## src/rtl/fft_pkg.sv

```systemverilog
// Shared definitions for the FFT output reorder stage.
package fft_pkg;
  localparam int unsigned DW    = 34;
  localparam int unsigned N     = 16;
  localparam int unsigned LOG2N = 4;

  // One complex sample as emitted by the core: imag in the upper half.
  typedef struct packed {
    logic [16:0] im;
    logic [16:0] re;
  } sample_t;

  // Reverse the LOG2N-bit index.
  function automatic logic [LOG2N-1:0] bitrev(input logic [LOG2N-1:0] x);
    logic [LOG2N-1:0] r;
    r = '0;
    for (int unsigned i = 0; i < LOG2N; i++) begin
      r[i] = x[LOG2N-1-i];
    end
    return r;
  endfunction
endpackage

```

## src/rtl/fft_out_reorder_if.sv

```systemverilog
// Sample stream handshakes in (bit-reversed) and out (natural order).
interface fft_out_reorder_if;
  import fft_pkg::*;

  logic    in_valid;
  logic    in_sof;
  sample_t in_data;
  logic    in_ready;
  logic    out_valid;
  logic    out_ready;
  sample_t out_data;
  logic    out_last;
  logic    frame_err;

  modport master (
    output in_valid, in_sof, in_data, out_ready,
    input  in_ready, out_valid, out_data, out_last, frame_err
  );

  modport slave (
    input  in_valid, in_sof, in_data, out_ready,
    output in_ready, out_valid, out_data, out_last, frame_err
  );
endinterface

```

## src/rtl/fft_pingpong_ram.sv

```systemverilog
// Two-bank register array: one synchronous write port, one asynchronous read port.
module fft_pingpong_ram
  import fft_pkg::*;
(
  input  logic             clk,
  input  logic             i_we,
  input  logic             i_wbank,
  input  logic [LOG2N-1:0] i_waddr,
  input  sample_t          i_wdata,
  input  logic             i_rbank,
  input  logic [LOG2N-1:0] i_raddr,
  output sample_t          o_rdata
);
  sample_t r_mem [2][N];

  // Store an accepted sample into the selected bank.
  always_ff @(posedge clk) begin
    if (i_we) begin
      r_mem[i_wbank][i_waddr] <= i_wdata;
    end
  end

  assign o_rdata = r_mem[i_rbank][i_raddr];
endmodule

```

## src/rtl/fft_out_reorder.sv

```systemverilog
// Ping-pong reorder buffer: writes frames at bit-reversed addresses and
// replays them in natural index order.
module fft_out_reorder
  import fft_pkg::*;
(
  input  logic               clk,
  input  logic               rst_n,  // active-high synchronous reset
  fft_out_reorder_if.slave   io
);
  logic [1:0]       r_full;
  logic             r_wbank;
  logic             r_rbank;
  logic [LOG2N-1:0] r_wcnt;
  logic [LOG2N-1:0] r_rcnt;
  logic             r_frame_err;

  logic             w_in_ready;
  logic             w_out_valid;
  logic             w_acc;
  logic             w_xfer;
  logic [LOG2N-1:0] w_widx;
  logic             w_wdone;
  logic             w_rdone;
  logic             w_sync_err;
  sample_t          w_rdata;

  assign w_in_ready  = !rst_n && !r_full[r_wbank];
  assign w_out_valid = !rst_n && r_full[r_rbank];
  assign w_acc       = io.in_valid && w_in_ready;
  assign w_xfer      = w_out_valid && io.out_ready;

  // A sof restarts the frame, so the sample's index becomes 0 regardless of wcnt.
  assign w_widx      = io.in_sof ? '0 : r_wcnt;
  assign w_wdone     = w_acc && (w_widx == LOG2N'(N-1));
  assign w_rdone     = w_xfer && (r_rcnt == LOG2N'(N-1));
  assign w_sync_err  = io.in_sof ? (r_wcnt != '0) : (r_wcnt == '0);

  fft_pingpong_ram u_ram (
    .clk     (clk),
    .i_we    (w_acc),
    .i_wbank (r_wbank),
    .i_waddr (bitrev(w_widx)),
    .i_wdata (io.in_data),
    .i_rbank (r_rbank),
    .i_raddr (r_rcnt),
    .o_rdata (w_rdata)
  );

  // Write/read counters, bank selects, bank-full flags and sync-error pulse.
  // Set and clear of r_full always hit different banks: a bank being written
  // is empty while the bank being read is full.
  always_ff @(posedge clk) begin
    if (rst_n) begin
      r_full      <= '0;
      r_wbank     <= 1'b0;
      r_rbank     <= 1'b0;
      r_wcnt      <= '0;
      r_rcnt      <= '0;
      r_frame_err <= 1'b0;
    end else begin
      r_frame_err <= w_acc && w_sync_err;
      if (w_acc) begin
        r_wcnt <= w_widx + 1'b1;
      end
      if (w_wdone) begin
        r_full[r_wbank] <= 1'b1;
        r_wbank         <= ~r_wbank;
      end
      if (w_xfer) begin
        r_rcnt <= r_rcnt + 1'b1;
      end
      if (w_rdone) begin
        r_full[r_rbank] <= 1'b0;
        r_rbank         <= ~r_rbank;
      end
    end
  end

  assign io.in_ready  = w_in_ready;
  assign io.out_valid = w_out_valid;
  assign io.out_data  = w_out_valid ? w_rdata : '0;
  assign io.out_last  = w_out_valid && (r_rcnt == LOG2N'(N-1));
  assign io.frame_err = r_frame_err;
endmodule

```

## src/flat_wrapper.sv

```systemverilog
// flat-port wrapper written by rule: the top's interface ports become plain ports
module fft_out_reorder_flat import fft_pkg::*;
  (clk, rst_n, io_in_valid, io_in_sof, io_in_data, io_out_ready, io_in_ready, io_out_valid, io_out_data, io_out_last, io_frame_err);
  fft_out_reorder_if io_i ();
  input  logic clk;
  input  logic rst_n;
  input wire logic [$bits(io_i.in_valid)-1:0] io_in_valid;
  input wire logic [$bits(io_i.in_sof)-1:0] io_in_sof;
  input wire logic [$bits(io_i.in_data)-1:0] io_in_data;
  input wire logic [$bits(io_i.out_ready)-1:0] io_out_ready;
  output wire logic [$bits(io_i.in_ready)-1:0] io_in_ready;
  output wire logic [$bits(io_i.out_valid)-1:0] io_out_valid;
  output wire logic [$bits(io_i.out_data)-1:0] io_out_data;
  output wire logic [$bits(io_i.out_last)-1:0] io_out_last;
  output wire logic [$bits(io_i.frame_err)-1:0] io_frame_err;
  assign io_i.in_valid = io_in_valid;
  assign io_i.in_sof = io_in_sof;
  assign io_i.in_data = io_in_data;
  assign io_i.out_ready = io_out_ready;
  assign io_in_ready = io_i.in_ready;
  assign io_out_valid = io_i.out_valid;
  assign io_out_data = io_i.out_data;
  assign io_out_last = io_i.out_last;
  assign io_frame_err = io_i.frame_err;
  fft_out_reorder u_core (.clk(clk), .rst_n(rst_n), .io(io_i));
endmodule
```

## config.mk

```make
export PLATFORM = sky130hd
export DESIGN_NAME = fft_out_reorder_flat
export DESIGN_NICKNAME = d
export VERILOG_FILES = /design/src/rtl/fft_pkg.sv /design/src/rtl/fft_out_reorder_if.sv /design/src/rtl/fft_pingpong_ram.sv /design/src/rtl/fft_out_reorder.sv /design/src/flat_wrapper.sv
export SDC_FILE = /design/constraint.sdc
export NUM_CORES = 1
export LEC_CHECK = 0
export BUFFER_PORTS_ARGS = -buffer_cell sky130_fd_sc_hd__buf_2
export CAP_MARGIN = 10
export CELL_PAD_IN_SITES_DETAIL_PLACEMENT = 0
export CELL_PAD_IN_SITES_GLOBAL_PLACEMENT = 1
export CORE_MARGIN = 2
export CORE_UTILIZATION = 50
export DETAILED_ROUTE_END_ITERATION = 10
export GPL_ROUTABILITY_DRIVEN = 1
export GPL_TIMING_DRIVEN = 0
export PLACE_DENSITY_LB_ADDON = 0.05
export SKIP_LAST_GASP = 1
export SLEW_MARGIN = 20
export SYNTH_ARGS = -nofsm -noshare
export SYNTH_HDL_FRONTEND = slang
export SYNTH_SLANG_ARGS = --single-unit
```

## constraint.sdc

```tcl
create_clock -name clk -period 3.3 [get_ports clk]
set_input_delay 0.495 -clock clk [delete_from_list [all_inputs] [get_ports clk]]
set_output_delay 0.495 -clock clk [all_outputs]
set_load 0.02 [all_outputs]
```

==> results of run 1 <==
## report_power, final
| group | internal (W) | leakage (nW) | switching, W |
|---|---|---|---|
| logic | 0.0000672 | 4.33 | 0.000277 |
| registers | 0.0154 | 9.90 | 0.00000741 |
| clock network | 0.00705 | 1.72 | 0.00511 |
| total | 0.0225 | 16.0 | 0.00540 |
## worst min-delay path, delay by kind of cell
family | cells | cell delay (ns)
buf+inv | 2 | 0.20
compound gates | 1 | 0.11
## flip-flops by register name, summed over array words and instances, names as in the netlist, named ones only
register,cells
u_core.io.frame_err,1
u_core.r_full,2
u_core.r_rbank,1
u_core.r_rcnt,4
u_core.r_wbank,1
u_core.r_wcnt,4
u_core.u_ram.r_mem,1088
## what timing repair did
item	CTS	global route
pin swaps	64	49
setup endpoints to repair	376	213
gates cloned	17	5
buffers inserted	53	3
gates resized for setup	321	106
## routing by layer
metal	wire (um)	track usage
met1	44600	0.352
met2	57200	0.444
met3	8520	0.0579
met4	2680	0.0699
met5	41	0
## stage by stage
stage	hold WS, ns	util
floorplan	0.468	-
global placement	0.489	0.527
detailed placement	0.515	0.547
CTS	0.140	0.615
global route	0.163	0.620
finish	0.178	0.620
## final cells by class
class,count,area [um2],area share
flip-flops and latches,1102,33000,0.635
multi-input cells,670,9650,0.186
repair buffers,207,3050,0.0588
clock buffers,144,3030,0.0584
well taps,1134,1420,0.0273
plain buffers,110,1270,0.0245
clock inverters,60,478,0.00921
inverters,11,41.3,0.000796
diodes,1,2.50,0.0000482
## worst paths after layout
| kind | end | slack [ns] | cells past startpoint |
|---|---|---|---|
| max | io_out_data[6] | -0.11 | 8 |
| min | u_core.r_full[1] | 0.18 | 3 |
| max reg2reg | u_core.u_ram.r_mem[1][196] | 0.27 | 7 |
| min reg2reg | u_core.r_full[0] | 0.53 | 2 |
## cell families (layout without fill, tap and decap cells)
family,count (synthesis),after routing
compound gates,173,173
xor+xnor,5,5
fa+ha+maj,5,5
other cells,0,1
buf+inv,123,532
simple gates,109,109
flops,1102,1102
mux,378,378
## placed cells by master, fill, tap and decap left out, drive strengths merged, types with 2 or more instances in the layout
cell | Yosys | final
nand2 | 32 | 32
edfxtp | 1088 | 1088
mux4 | 238 | 238
nor2b | 5 | 5
nor4 | 4 | 4
nor3 | 2 | 2
a221oi | 24 | 24
o21ai | 27 | 27
a31oi | 35 | 35
nand3 | 4 | 4
or2 | 3 | 3
a22oi | 34 | 34
dfxtp | 14 | 14
mux2i | 139 | 139
a221o | 34 | 34
inv | 11 | 13
o2111ai | 11 | 11
ha | 5 | 5
nor2 | 50 | 50
buf | 59 | 260
a21oi | 4 | 4
nand2b | 2 | 2
clkbuf | 53 | 200
clkinv | 0 | 49
or3 | 2 | 2
bufinv | 0 | 8
xnor2 | 5 | 5
==> flow_metrics.env, run 1 <==
export IMPL_synth_commonest_cells="edfxtp_1 (1088), mux4_2 (238), mux2i_1 (139)"
export IMPL_p_total_w=0.0279
export IMPL_firstDrtPassIters=5
export IMPL_ys_flop_type="edfxtp_1"
export IMPL_area_growth_pct=22.6
export IMPL_place_gp_congestion=0.813
export IMPL_critPathCaptureType="output port"
export IMPL_grt_overflow=0
export IMPL_dp_final_hpwl_um=71300
export IMPL_vias_per_cell=6.08
export IMPL_die_h_um=295
export IMPL_grt_pass1_vias=21700
export IMPL_skew_ns=0.0272
export IMPL_synth_compound_area_frac=0.0309
export IMPL_critPathMaxStageDelay_ns=0.52
export IMPL_cp_required_ns=2.80
export IMPL_pin_count=77
export IMPL_synth_area_mm2=0.0423
export IMPL_synthSimpleGateAreaFrac=0.0112
export IMPL_drive_gt1_frac=0.374
export IMPL_coreArea_mm2=0.0837
export IMPL_die_area_mm2=0.0870
export IMPL_synth_nets=1939
export IMPL_post_place_ws_ns=-0.461
export IMPL_cts_tree="built"
export IMPL_synth_edf_count=1088
export IMPL_synth_most_common_cell="edfxtp_1"
export IMPL_synth_avg_cell_area_um2=22.3
export IMPL_final_hold_violation_count=0
export IMPL_hp_class="primary input to register"
export IMPL_status="complete, but fails checks"
export IMPL_cp_slowest_cell="mux4_2"
export IMPL_final_setup_tns_ns=-1.29
export IMPL_synthTopCellsByArea="edfxtp_1 (77%), mux4_2 (13%), mux2i_1 (3.3%)"
export IMPL_muxShareOfSynthArea=0.160
export IMPL_cts_root_buf="clkbuf_16"
export IMPL_grt_pass1_wl_um=158000
export IMPL_max_cap_violations=0
export IMPL_path_delay_family="multiplexers"
export IMPL_path_cells="buf_12, buf_16, buf_12, mux4_2, mux2i_2, a221o_1, a31oi_1, buf_4"
export IMPL_crit_top_cell="buf_12"
export IMPL_maxSlewHeadroom=0.149
export IMPL_synth_top_family_by_area="multiplexers"
export IMPL_portBuffers=76
export IMPL_drv_slew=0
export IMPL_peakVddDrop_mv=0.443
export IMPL_period_share=1.03
export IMPL_power_density_mw_per_mm2=538
export IMPL_stdcell_area_mm2=0.0519
export IMPL_ys_ff_latch=1102
export IMPL_clk_pin_slew_ns=0.07
export IMPL_htree_levels=3
export IMPL_setup_viol=28
export IMPL_r2r_start="u_core.r_wbank"
export IMPL_cts_buffers=113
export IMPL_rows=106
export IMPL_drtAntennaViolNets=0
export IMPL_wirelength_um=113000
export IMPL_yosys_area_top_type="edfxtp_1"
export IMPL_initial_core_util=0.506
export IMPL_synth_cells=1895
export IMPL_violations="negative setup slack"
export IMPL_layout_nets=2259
export IMPL_synth_warning_count=0
export IMPL_antenna_found_initial=3
export IMPL_cts_sinks=1102
export IMPL_wl_per_cell_um=32.9
export IMPL_synthAdderAreaFrac=0.00148
export IMPL_num_vias=20900
export IMPL_path_buf_inv=4
export IMPL_cp_max_fo=8
export IMPL_drc_errors=0
export IMPL_final_cells=3439
export IMPL_post_route_min_period_ns=3.41
export IMPL_path_class="register to output port"
export IMPL_cts_buffer_depth=3
export IMPL_worstSkewPairLatency_ns=0.67
export IMPL_fillers=5748
export IMPL_crit_path_start_kind="register"
export IMPL_chipWidth_um=295
export IMPL_dpl_cell_area_mm2=0.0458
export IMPL_synth_top_area_frac=0.772
export IMPL_drt_iter0_markers=1951
export IMPL_hold_start="rst_n"
export IMPL_rsz0062_at_grt="yes"
export IMPL_track_usage=0.264
export IMPL_tightest_slew_ns=1.28
export IMPL_yosysSeqAreaShare=0.778
export IMPL_yosys_area_share_xor_xnor=0.00103
export IMPL_cellLeakagePower_nw=16.0
export IMPL_max_freq_ghz=0.293
export IMPL_crit_arrival_ns=2.91
export IMPL_async_flop_share=0
export IMPL_synth_cell_types=42
export IMPL_holdBufCountCts=0
export IMPL_dp_cells=3163
export IMPL_post_route_worst_setup_slack_ns=-0.109
export IMPL_grt_start_max_net_pins=33
Note: power is estimated with default switching activity, not from simulation.
==> run 2, diff against run 1 <==
==> constraint.sdc (replaced) <==
create_clock -name clk -period 3.3 [get_ports clk]
set_input_delay 0.495 -clock clk [delete_from_list [all_inputs] [get_ports clk]]
set_output_delay 0.495 -clock clk [all_outputs]
set_load 0.1 [all_outputs]
==> run 2 against run 1 <==
Against the previous run:
- the flow still finishes with violations (negative setup slack)
- final area up 0.15%
- wire length down 1.6%
- fmax down 2.2%
- largest power group unchanged
- total power up 1.3%
- clock-buffer cell count down 7
- die area unchanged
- clock skew down 0.0053 ns
- sequential share of layout area down 0.091 points
- critical path depth up 1
- setup slack worse by 0.076 ns
- final cell count down 0.64%
==> flow_metrics.env, run 2 (same netlist as run 1, synthesis figures left out) <==
export IMPL_top_regs="u_core.u_ram.r_mem x1088, u_core.r_rcnt x4, u_core.r_wcnt x4"
export IMPL_worst_r2r_endpoint="u_core.u_ram.r_mem[0][428]"
export IMPL_maxSlewHeadroom=0.381
export IMPL_mostFrequentLayoutCell="edfxtp_1"
export IMPL_hold_start="io_in_sof"
export IMPL_rows=106
export IMPL_grt_overflow=0
export IMPL_cp_required_ns=2.80
export IMPL_worstHoldEndpoint="u_core.r_wcnt[3]"
export IMPL_layout_nets=2230
export IMPL_die_h_um=295
export IMPL_violations="negative setup slack"
export IMPL_die_area_mm2=0.0870
export IMPL_setup_viol=34
export IMPL_power_frac_seq=0.545
export IMPL_post_route_worst_setup_slack_ns=-0.185
export IMPL_hp_class="primary input to register"
export IMPL_reg2regPathDepth=7
export IMPL_grt_pass1_wl_um=157000
export IMPL_cellLeakagePower_nw=16.0
export IMPL_pin_count=77
export IMPL_crit_path_start_kind="register"
export IMPL_cts_buffers=113
export IMPL_clk_pin_slew_ns=0.06
export IMPL_htree_levels=3
export IMPL_drive_gt1_frac=0.372
export IMPL_dp_final_hpwl_um=71700
export IMPL_path_class="register to output port"
export IMPL_vias_per_cell=6.17
export IMPL_final_cells=3417
export IMPL_post_route_min_period_ns=3.49
export IMPL_reg2reg_slack_ns=0.09
export IMPL_firstDrtPassIters=7
export IMPL_worstSkewPairLatency_ns=0.67
export IMPL_crit_arrival_ns=2.99
export IMPL_rsz0062_at_grt="yes"
export IMPL_p_int_w=0.0228
export IMPL_max_freq_ghz=0.287
export IMPL_power_switching_share=0.195
export IMPL_final_setup_tns_ns=-2.82
export IMPL_r2r_start="u_core.r_wbank"
export IMPL_status="complete, but fails checks"
export IMPL_chipWidth_um=295
export IMPL_dp_cells=3163
export IMPL_period_share=1.06
export IMPL_initial_core_util=0.506
export IMPL_whs_path_depth=3
export IMPL_tightest_slew_ns=0.928
export IMPL_cp_max_fo=7
export IMPL_wirelength_um=111000
export IMPL_cts_root_buf="clkbuf_16"
export IMPL_regMostFlops="u_core.u_ram.r_mem"
export IMPL_coreArea_mm2=0.0837
export IMPL_cts_sinks=1102
export IMPL_track_usage=0.261
export IMPL_power_density_mw_per_mm2=544
export IMPL_peakVddDrop_mv=0.496
export IMPL_num_vias=21100
export IMPL_area_growth_pct=22.8
export IMPL_final_hold_violation_count=0
export IMPL_largest_reg_flops=1088
export IMPL_drt_iter0_markers=2182
export IMPL_final_cell_mix="edfxtp_1 (1088), mux4_2 (238), mux2i_1 (125)"
export IMPL_max_cap_violations=0
export IMPL_grt_pass1_vias=21500
export IMPL_wl_per_cell_um=32.6
export IMPL_skew_ns=0.0219
export IMPL_cts_tree="built"
export IMPL_drv_slew=0
export IMPL_pwr_share_comb=0.012
export IMPL_grt_start_max_net_pins=35
export IMPL_drc_errors=0
export IMPL_hold_ws_ns=0.180
export IMPL_portBuffers=76
export IMPL_drtAntennaViolNets=0
export IMPL_p_sw_w=0.00550
export IMPL_critPathCaptureType="output port"
export IMPL_antenna_found_initial=2
export IMPL_clkPwrFrac=0.443
export IMPL_place_gp_congestion=0.780
export IMPL_cts_buffer_depth=3
run 2: cell types whose count changed in the layout (fill, tap and decap cells not counted), moves of 8 or more:
cell | previous run | this run
a31oi_1 | 15 | 1
buf_16 | 53 | 45
mux2i_2 | 22 | 10
mux2i_1 | 116 | 125
clkbuf_1 | 38 | 29
a31oi_2 | 5 | 16
clkinv_2 | 19 | 28
buf_4 | 59 | 20
buf_12 | 60 | 79
run 2: through the flow:
stage / setup WS [ns] / power, W / util / instance area [um2]
finish: -0.185 / 0.0283 / 0.621 / 52000
global route: -0.217 / 0.0291 / 0.621 / 52000
CTS: -0.194 / 0.0285 / 0.618 / 51700
detailed placement: -0.604 / 0.0160 / 0.549 / 45900
global placement: -2.47 / 0.0160 / 0.530 / 44300
floorplan: -0.106 / 0.0158 / - / 42500
run 2: worst max-delay path by stage:
stage / depth (start not counted) / endpoint / slack [ns]
6_report: 9 / io_out_data[9] / -0.19
5_1_grt: 6 / io_out_data[27] / -0.22
3_3_place_gp: 6 / u_core.u_ram.r_mem[1][23] / -2.47
2_1_floorplan: 5 / u_core.u_ram.r_mem[1][136] / -0.11
4_1_cts: 8 / io_out_data[9] / -0.19
3_5_place_dp: 7 / io_out_data[9] / -0.60
run 2: power groups by stage:
stage | registers, W | logic [W] | clock network [W]
6_report | 0.0154 | 0.000346 | 0.0125
4_1_cts | 0.0154 | 0.000349 | 0.0127
3_5_place_dp | 0.0157 | 0.000342 | 0
2_1_floorplan | 0.0157 | 0.0000672 | 0
3_3_place_gp | 0.0157 | 0.000305 | 0
5_1_grt | 0.0154 | 0.000375 | 0.0133
run 2: cell type report:
cell class	instances	area (um2)
Antenna cell	1	2.50
Buffer	108	1260
Clock buffer	137	2970
Clock inverter	74	667
Fill cell	5797	31700
Inverter	11	43.8
Multi-Input combinational cell	670	9680
Sequential cell	1102	33000
Tap cell	1134	1420
Timing Repair Buffer	180	2960
run 2: timing repair:
item | in CTS | in global routing
hold buffers | 0 | 0
gates cloned | 12 | 6
setup endpoints to repair | 179 | 254
resized for setup | 416 | 25
pin swaps | 54 | 30
buffers inserted | 25 | 5
run 2: worst max-delay path, cell delays in order (launching register included):
cell     delay, ns
dfxtp_4       0.36
buf_12        0.13
buf_12        0.17
buf_8         0.13
buf_16        0.18
buf_16        0.15
mux4_2        0.51
a22oi_2       0.22
a31oi_4       0.20
buf_12        0.25
run 2: routing by layer:
metal	wire (um)	global-route usage	vias up	share of wire
met4	3040	0.0829	2	0.027
met2	53700	0.411	792	0.48
met1	47500	0.380	11400	0.43
met5	8	0	-	0.000072
met3	7050	0.0383	138	0.063
li1	-	-	8720	-
==> run 3, diff against run 2 <==
CORE_ASPECT_RATIO = 0.75   (was not set)
==> run 3 against run 2 <==
Against the previous run:
- the run still ends with negative setup slack left
- fmax rose by 0.46%
- first-iteration DRC count up 17%
- utilization fell by 1.1 points
- largest power group unchanged
==> flow_metrics.env, run 3 (same netlist as run 1, synthesis figures left out) <==
export IMPL_antennaDiodeCount=0
export IMPL_grt_pass1_vias=20900
export IMPL_firstDrtPassIters=5
export IMPL_peakVddDrop_mv=0.454
export IMPL_post_route_min_period_ns=3.47
export IMPL_die_area_mm2=0.0870
export IMPL_tightest_slew_ns=1.15
export IMPL_critPathCaptureType="output port"
export IMPL_holdBufCountCts=0
export IMPL_power_density_mw_per_mm2=537
export IMPL_final_hold_violation_count=0
export IMPL_cp_required_ns=2.80
export IMPL_clk_pin_slew_ns=0.06
export IMPL_track_usage=0.255
export IMPL_rows=92
export IMPL_top_regs="u_core.u_ram.r_mem x1088, u_core.r_rcnt x4, u_core.r_wcnt x4"
export IMPL_largest_reg_flops=1088
export IMPL_wl_per_cell_um=33.0
export IMPL_mostFrequentLayoutCell="edfxtp_1"
export IMPL_dp_final_hpwl_um=71600
export IMPL_p_total_w=0.0275
export IMPL_coreArea_mm2=0.0839
export IMPL_worstSkewPairLatency_ns=0.67
export IMPL_max_cap_violations=0
export IMPL_drv_slew=0
export IMPL_max_freq_ghz=0.288
export IMPL_area_growth_pct=20.9
export IMPL_layout_nets=2216
export IMPL_die_h_um=256
export IMPL_cts_root_buf="clkbuf_16"
export IMPL_hold_ws_ns=0.171
export IMPL_drc_errors=0
export IMPL_cts_buffer_depth=3
export IMPL_pin_count=77
export IMPL_drtAntennaViolNets=0
export IMPL_period_share=1.05
export IMPL_vias_per_cell=6.24
export IMPL_post_route_worst_setup_slack_ns=-0.169
export IMPL_cts_tree="built"
export IMPL_antenna_found_initial=0
export IMPL_num_vias=21100
export IMPL_htree_levels=3
export IMPL_crit_path_start_kind="register"
export IMPL_grt_start_max_net_pins=35
export IMPL_grt_overflow=0
export IMPL_regMostFlops="u_core.u_ram.r_mem"
export IMPL_violations="negative setup slack"
export IMPL_drive_gt1_frac=0.346
export IMPL_setup_viol=34
export IMPL_grt_pass1_wl_um=155000
export IMPL_path_class="register to output port"
export IMPL_skew_ns=0.0201
export IMPL_place_gp_congestion=0.783
export IMPL_hp_class="primary input to register"
export IMPL_initial_core_util=0.504
export IMPL_chipWidth_um=340
export IMPL_maxSlewHeadroom=0.235
export IMPL_cts_sinks=1102
export IMPL_status="complete, but fails checks"
export IMPL_cellLeakagePower_nw=15.7
export IMPL_final_cell_mix="edfxtp_1 (1088), mux4_2 (238), mux2i_1 (135)"
export IMPL_wirelength_um=112000
export IMPL_crit_arrival_ns=2.97
export IMPL_fillers=5876
export IMPL_drt_iter0_markers=2551
export IMPL_cp_max_fo=8
export IMPL_portBuffers=76
export IMPL_rsz0062_at_grt="yes"
export IMPL_cts_buffers=103
run 3: changes by cell type in the layout (fill, tap and decap cells not counted), moves of 8 or more:
cell and delta:
buf_12 -19, clkinv_2 -19, a221o_1 +15, a221o_2 -15, buf_4 +15, mux2i_1 +10
clkbuf_1 +8
run 3: metal layers:
layer  GRT usage  vias to the layer above  part of all wire
met4      0.0601                        0             0.024
met5           0                        -                 0
li1            -                     8661                 -
met3      0.0423                      139             0.074
met1       0.403                    11400              0.45
met2       0.376                      925              0.45
run 3: power by group:
part | total, W | switching (W) | internal (W) | leakage [nW]
clock | 0.0117 | 0.00504 | 0.00671 | 1.60
sequential | 0.0154 | 0.00000679 | 0.0154 | 9.90
combinational | 0.000339 | 0.000277 | 0.0000617 | 4.19
run 3: path summary, 6_finish.rpt:
path                    startpoint                    endpoint  slack [ns]  depth (start not counted)
setup / recovery          register              io_out_data[9]       -0.17                          9
hold / removal           io_in_sof            u_core.r_wcnt[3]        0.17                          3
setup reg to reg    u_core.r_wbank  u_core.u_ram.r_mem[0][219]        0.22                          7
hold reg to reg   u_core.r_wcnt[1]            u_core.r_wcnt[1]        0.54                          2
run 3: metrics by stage:
| step | cells | TNS [ns] | utilization | setup slack, ns | area, um2 |
|---|---|---|---|---|---|
| finish | 3385 | -3.70 | 0.610 | -0.169 | 51200 |
| global route | 3385 | -6.17 | 0.610 | -0.247 | 51200 |
| CTS | 3365 | -6.02 | 0.602 | -0.223 | 50500 |
| detailed placement | 3159 | -59.87 | 0.549 | -0.606 | 46000 |
| global placement | 3099 | -2475.27 | 0.528 | -2.57 | 44300 |
| floorplan | 1895 | -80.45 | - | -0.106 | 42500 |
run 3: what timing repair did:
action                                  CTS  global route
pin swaps                                29            33
endpoints found under the setup margin  195           363
gates cloned                              1             8
resized for setup                       301            79
buffers inserted                         16            13
run 3: final cells by class:
| class | instances | area, um2 | area share |
|---|---|---|---|
| inverters | 11 | 43.8 | 0.000856 |
| repair buffers | 174 | 2710 | 0.0529 |
| clock buffers | 138 | 2830 | 0.0554 |
| plain buffers | 110 | 1230 | 0.0240 |
| clock inverters | 52 | 470 | 0.00919 |
| multi-input cells | 670 | 9530 | 0.186 |
| flip-flops and latches | 1102 | 33000 | 0.644 |
| well taps | 1128 | 1410 | 0.0276 |
run 3: worst max-delay path, stage by stage, from the launching register on:
cell and delay (ns):
dfxtp_2 0.33, buf_12 0.15, clkbuf_16 0.20, buf_12 0.14, clkbuf_16 0.15, mux4_2 0.33
mux2i_1 0.07, a221o_1 0.39, a31oi_4 0.32, buf_12 0.22
